<file path="config.mk">
export PLATFORM = sky130hd
export DESIGN_NAME = fetch_to_decode_fifo_bus
export DESIGN_NICKNAME = d
export VERILOG_FILES = /design/src/rtl/fetch_to_decode_fifo_bus.sv
export SDC_FILE = /design/constraint.sdc
export NUM_CORES = 1
export LEC_CHECK = 0
export CAP_MARGIN = 40
export CORE_ASPECT_RATIO = 2
export CORE_UTILIZATION = 35
export CTS_BUF_LIST = sky130_fd_sc_hd__clkbuf_4 sky130_fd_sc_hd__clkbuf_8
export DETAILED_ROUTE_END_ITERATION = 8
export MAX_ROUTING_LAYER = met4
export PLACE_DENSITY_LB_ADDON = 0.2
export RECOVER_POWER = 50
export SETUP_SLACK_MARGIN = 0.15
export SLEW_MARGIN = 40
export SYNTH_ARGS = -nofsm -noshare
export SYNTH_HDL_FRONTEND = slang
export SYNTH_SLANG_ARGS = --single-unit
</file>
<file path="constraint.sdc">
create_clock -name clk -period 3.1 [get_ports clk]
set_clock_uncertainty 0.2 [all_clocks]
set_input_delay 0.31 -clock clk [delete_from_list [all_inputs] [get_ports clk]]
set_output_delay 0.31 -clock clk [all_outputs]
set_load 0.03 [all_outputs]
</file>
<file path="src/rtl/fetch_to_decode_fifo_bus.sv">
// Multi-entry valid/ready buffer between fetch and decode, with occupancy, almost-full and flush.
// Optional same-cycle empty bypass is enabled by defining FETCH_DECODE_FIFO_BYPASS_EN.
module fetch_to_decode_fifo_bus #(
    parameter int unsigned WIDTH     = 64,
    parameter int unsigned DEPTH     = 4,
    parameter int unsigned AF_THRESH = DEPTH - 1
) (
    input  logic                    clk,
    input  logic                    reset,
    input  logic                    flush,
    input  logic                    in_valid,
    output logic                    in_ready,
    input  logic [WIDTH-1:0]        in_data,
    output logic                    out_valid,
    input  logic                    out_ready,
    output logic [WIDTH-1:0]        out_data,
    output logic [$clog2(DEPTH):0]  count,
    output logic                    almost_full
);
    localparam int unsigned PTR_W = $clog2(DEPTH);
    localparam int unsigned CNT_W = PTR_W + 1;

    logic [WIDTH-1:0] mem [DEPTH];
    logic [PTR_W-1:0] wp;
    logic [PTR_W-1:0] rp;
    logic [CNT_W-1:0] count_next;
    logic             empty;
    logic             bypass;
    logic             push;
    logic             pop;

    assign empty    = (count == '0);
    assign in_ready = (count != CNT_W'(DEPTH));

`ifdef FETCH_DECODE_FIFO_BYPASS_EN
    // An arriving packet is presented directly when nothing older is queued.
    assign bypass    = empty && in_valid && !flush;
    assign out_valid = !empty || bypass;
    assign out_data  = bypass ? in_data : mem[rp];
    assign push      = in_valid && in_ready && !(bypass && out_ready);
`else
    assign bypass    = 1'b0;
    assign out_valid = !empty;
    assign out_data  = mem[rp];
    assign push      = in_valid && in_ready;
`endif

    // Only stored entries are popped; a bypassed packet never touches the pointers.
    assign pop = out_ready && !empty;

    always_comb begin
        count_next = count;
        if (push && !pop) begin
            count_next = count + CNT_W'(1);
        end else if (pop && !push) begin
            count_next = count - CNT_W'(1);
        end
    end

    always_ff @(posedge clk) begin
        if (reset || flush) begin
            wp          <= '0;
            rp          <= '0;
            count       <= '0;
            almost_full <= 1'b0;
        end else begin
            if (push) begin
                wp <= wp + PTR_W'(1);
            end
            if (pop) begin
                rp <= rp + PTR_W'(1);
            end
            count       <= count_next;
            almost_full <= (count_next >= CNT_W'(AF_THRESH));
        end
    end

    // Storage is never cleared; a flushed or reset push must not land.
    always_ff @(posedge clk) begin
        if (push && !reset && !flush) begin
            mem[wp] <= in_data;
        end
    end

    logic unused_bypass;
    assign unused_bypass = bypass;
endmodule
</file>
Word level (Yosys, flattened, before mapping)
Memory sizes are Yosys's and may differ from the RTL's. A register that Yosys moved wholly into a read port is not among the register bits.
Cells that the tools add are included.
- register bits after elaboration: 8
- latch bits: 0
- memory bits (writable): 256
- memory bits (read-only): 0
- input port bits: 69
- output and inout bits: 70
- logic and storage cells: 30
- memories kept: 1
- add/sub/neg operators: 4
- $mul: 0
- divide/modulo/power cells: 0
- $lt $le $gt $ge: 1
- equality and inequality tests: 1
- shifts and indexed selects: 0
- multiplexer cells: 6
- bitwise logic cells: 0
- reductions and logical operators: 13
- memory list (memory ; words ; width ; rd ports ; clocked after Yosys merged registers in ; write ports ; line ; source):
    mem ; 4 ; 64 ; 1 ; 1 ; 1 ; 23 ; logic [WIDTH-1:0] mem [DEPTH];
- operator list (operator ; number):
    1-bit logical AND ; 6
    3-bit 2-to-1 mux ; 2
    1-bit zero test ; 5
    2-bit by 1-bit adder with 2-bit output (second input constant) ; 2
    2-bit 2-to-1 mux ; 2
    3-bit by 1-bit adder with 3-bit output (second input constant) ; 1
    3-bit by 2-bit >= comparator with 1-bit output (second input constant) ; 1
    3-bit zero test ; 1
    3-bit != test (second input constant) ; 1
    3-bit by 1-bit subtractor with 3-bit output (second input constant) ; 1
    1-bit 2-to-1 mux ; 2
    1-bit logical OR ; 1

Depth between registers and ports, before layout
- depth in word-level cells: 7
- depth in mapped cells: 8
- depth with buffers taken out: 7

Least setup slack after synthesis
OpenSTA, ideal clock, no wires.
- path kind: register -> register
- start: reg count[1]
- end: mem mem[0][0] (enable)
- library setup time: 0.429 ns
- data arrival time: 3.104 ns
- required time: 2.471 ns
- setup slack: -0.633 ns
- cell stages (with the launch flop): 8
- buffers on the path: 1
- clock period less this slack: 3.733 ns
- cell sequence: dfxtp_1 -> inv_1 -> ha_1 -> buf_6 -> nand2_1 -> nand2_1 -> nor2_1 -> and2_1
- cells in the longest elaborated chain, start to end: 6
- ends and longest elaborated chain (element ; line ; source):
    start: declaration ; 17 ; output logic [$clog2(DEPTH):0] count,
    start signal: assignment ; 73 ; count <= count_next;
    3-bit != test ; 33 ; assign in_ready = (count != CNT_W'(DEPTH));
    named net in_ready ; 12 ; output logic in_ready,
    1-bit logical AND ; 45 ; assign push = in_valid && in_ready;
    1-bit logical AND (2 in series) ; 80 ; if (push && !reset && !flush) begin
    1-bit 2-to-1 mux ; 80 ;
    1-bit 2-to-1 mux (implied by the code) ; 81 ; mem[wp] <= in_data;
    end: declaration ; 23 ;
The timed path passes the listed nets, and every way through them passes these cells.

==> flow_summary.yaml <==
sta:
  post-route-min-period_ns: 2.84
  maxSlewViolCount: 0
  period_share_pct: 91.6
  worst_slack_ns: 0.261
  rsz0062_at_grt: "false"
  tns_ns: 0
  max_freq_mhz: 352
  setup_viol: 0
  slew-limit-headroom_pct: 56.9
  tightest_slew_ns: 0.647
  final_hold_viol_count: 0
worst_setup_path:
  reg2reg_depth: 7
  worstPathCellList: "buf_12, mux4_2, clkdlybuf4s50_1"
  startpoint_type: "register"
  critical_path_arrival_ns: 2.33
  r2r-end: "mem[1][20]"
  slowest_delay_ns: 0.61
  crit_fanout: 15
  crit_type: "register to primary output"
  required_ns: 2.59
  crit_end: "out_data[18]"
  r2r_start: "count[1]"
  cp-end-kind: "primary output"
  crit_slowest_cell: "clkdlybuf4s50_1"
  ff2ff_setup_slack_ns: 0.43
clocking:
  clk_latency_ns: 0.51
  path_clk_slew_ns: 0.07
  cts_buffers: 36
  cts-root-buf: "clkbuf_8"
  cts_num_sinks: 266
  hold_buffers: 0
  cts_max_path_buffers: 3
  cts_tree: "done"
  htree_levels: 2
global_route:
  track_usage_pct: 15.3
  grt_max_degree: 38
  grt_overflow_total: 0
  antenna_found_initial: 6
  grt_pass1_vias: 5220
  grt_pass1_wl_um: 31200
finish:
  finish.utilization_pct: 45.7
  drive_above_1_share_pct: 23.0
  multiInputGateArea_um2: 1820
  most-common-layout-cells: "256 x edfxtp_1, 68 x dlygate4sd3_1, 64 x mux4_2"
  nets: 664
  fillers: 2414
  stdcell_area_um2: 12600
  area_growth_pct: 28.0
  mostFrequentLayoutCell: "edfxtp_1"
  regArea_um2: 7900
hold_path:
  min_path_type: "input port to register"
  hold_depth: 1
logic_synthesis:
  synth_area_leaders: "edfxtp_1 78%, mux4_2 15%, dfxtp_1 2.0%"
  ys_ff_latch: 266
  ys_warn_count: 0
  netlist_instances: 412
  netlist.area_leader.share_pct: 78.2
  ys_seq_area_share_pct: 80.2
  syn-cell-area_um2: 9840
  synthDistinctLibCells: 30
  avgSynthCellArea_um2: 23.9
  synthesis.nets: 488
  yosys.area.top_type: "edfxtp_1"
power:
  p_int_mw: 5.71
  power_frac_clock_pct: 38.1
  pwr-share-comb_pct: 6.5
  power.leakage_nw: 4.11
  vdd_drop_max_mv: 0.248
  power.total_mw: 7.21
  power_density_nw_per_um2: 573
  switchingPower_mw: 1.50
  switching_share_pct: 20.9
  power_frac_seq_pct: 55.4
floorplan:
  ios: 139
  die_y_um: 239
  die_w_um: 121
  die_area_um2: 28800
  rows: 86
  core_um2: 27500
  floorplan.initialDensity_pct: 35.7
drt:
  wl_per_cell_um: 21.3
  routed_via_density: 4.85
  route.detailed.drc: 0
  vias: 4706
  drt_iter0_markers: 238
  ant_nets: 0
  drt_first_pass_iters: 5
  wl_um: 20600
flow_run:
  max-cap-violations: 0
placement:
  io_buffers: 138
  placed_area_um2: 11800
  hpwl_um: 12900
  pre_cts_slack_ns: 0.578
  finalWeightedCongestion: 0.740
run_status:
  outcome: "completed"
through the flow:
step | hold slack [ns] | cells
3_5_place_dp | 0.303 | 899
6_report | 0.302 | 970
5_1_grt | 0.288 | 969
2_1_floorplan | 0.209 | 412
3_3_place_gp | 0.284 | 899
4_1_cts | 0.195 | 966
final cells by class:
class	instances	share of cell area (%)
Multi-Input combinational cell	121	14.5
Clock inverter	22	1.59
Clock buffer	42	4.34
Tap cell	352	3.50
Inverter	6	0.179
Timing Repair Buffer	157	13.1
Antenna cell	4	0.0795
Sequential cell	266	62.7
kinds of logic (layout without fill, tap and decap cells):
group / count (synthesis) / after routing / synth area share [%]
DFF: 266 / 266 / 80.2
AOI/OAI and AO/OA: 16 / 16 / 1.11
other: 0 / 4 / 0
muxes: 65 / 65 / 14.8
xor gates and xnor gates: 5 / 5 / 0.445
and+or+nand+nor: 28 / 28 / 1.34
buffers and inverters: 25 / 227 / 1.27
adders and majority gates: 7 / 7 / 0.890
how the worst min path moves through the flow:
| stage | startpoint | to | slack, ns |
|---|---|---|---|
| 2_1_floorplan | in_data[0] | mem[0][0] | 0.21 |
| 3_3_place_gp | wp[1] | wp[1] | 0.28 |
| 3_5_place_dp | wp[1] | wp[1] | 0.30 |
| 4_1_cts | in_data[3] | mem[0][3] | 0.19 |
| 5_1_grt | in_data[15] | mem[3][15] | 0.29 |
| 6_report | in_data[33] | mem[0][33] | 0.30 |
power groups by stage:
stage | registers (mW) | clock network [mW] | logic (mW)
floorplan | 4.07 | 0 | 0.235
global placement | 4.07 | 0 | 0.487
detailed placement | 4.08 | 0 | 0.495
CTS | 3.99 | 2.84 | 0.502
global route | 4.00 | 2.96 | 0.500
finish | 3.99 | 2.75 | 0.469
sequential cells by signal, indices dropped and copies added, names as in the netlist, named ones only:
signal / count
mem: 256
wp: 2
count: 3
almost_full: 1
rp: 2
cell usage after synthesis:
library cell	n
buf_4	4
buf_6	1
nor3b_1	1
inv_1	6
and2_1	4
mux2i_1	1
a31oi_1	1
ha_1	7
o211ai_1	1
o211a_1	1
nand3_1	2
nor2_1	10
xor2_1	2
dfxtp_1	10
a21oi_1	5
a211o_1	1
xnor2_1	3
nand2_1	8
edfxtp_1	256
or2_2	1
mux4_2	64
o31ai_1	1
a211oi_1	1
clkbuf_1	7
o221ai_1	1
and3b_1	1
buf_2	7
nand2b_1	1
o21ai_0	3
a211oi_2	1
worst max-delay path: cells and delay by family, from the launching register on:
family / cells / cell delay, ns
buf+inv: 2 / 0.82
mux: 1 / 0.54
flops: 1 / 0.44
per-layer routing:
metal | global-route usage [%] | wire [um] | vias up
met5 | - | 0 | -
met4 | 5.57 | 514 | 0
met2 | 27.7 | 11800 | 145
li1 | - | - | 2076
met1 | 16.4 | 7340 | 2448
met3 | 2.93 | 959 | 37
repair_timing:
| action | 4_1_cts | 5_1_grt |
|---|---|---|
| gates resized for setup | 0 | 16 |
| gates cloned | 0 | 0 |
| setup endpoints to repair | 54 | 16 |
| setup buffers | 3 | 0 |
Note: power is estimated with default switching activity, not from simulation.
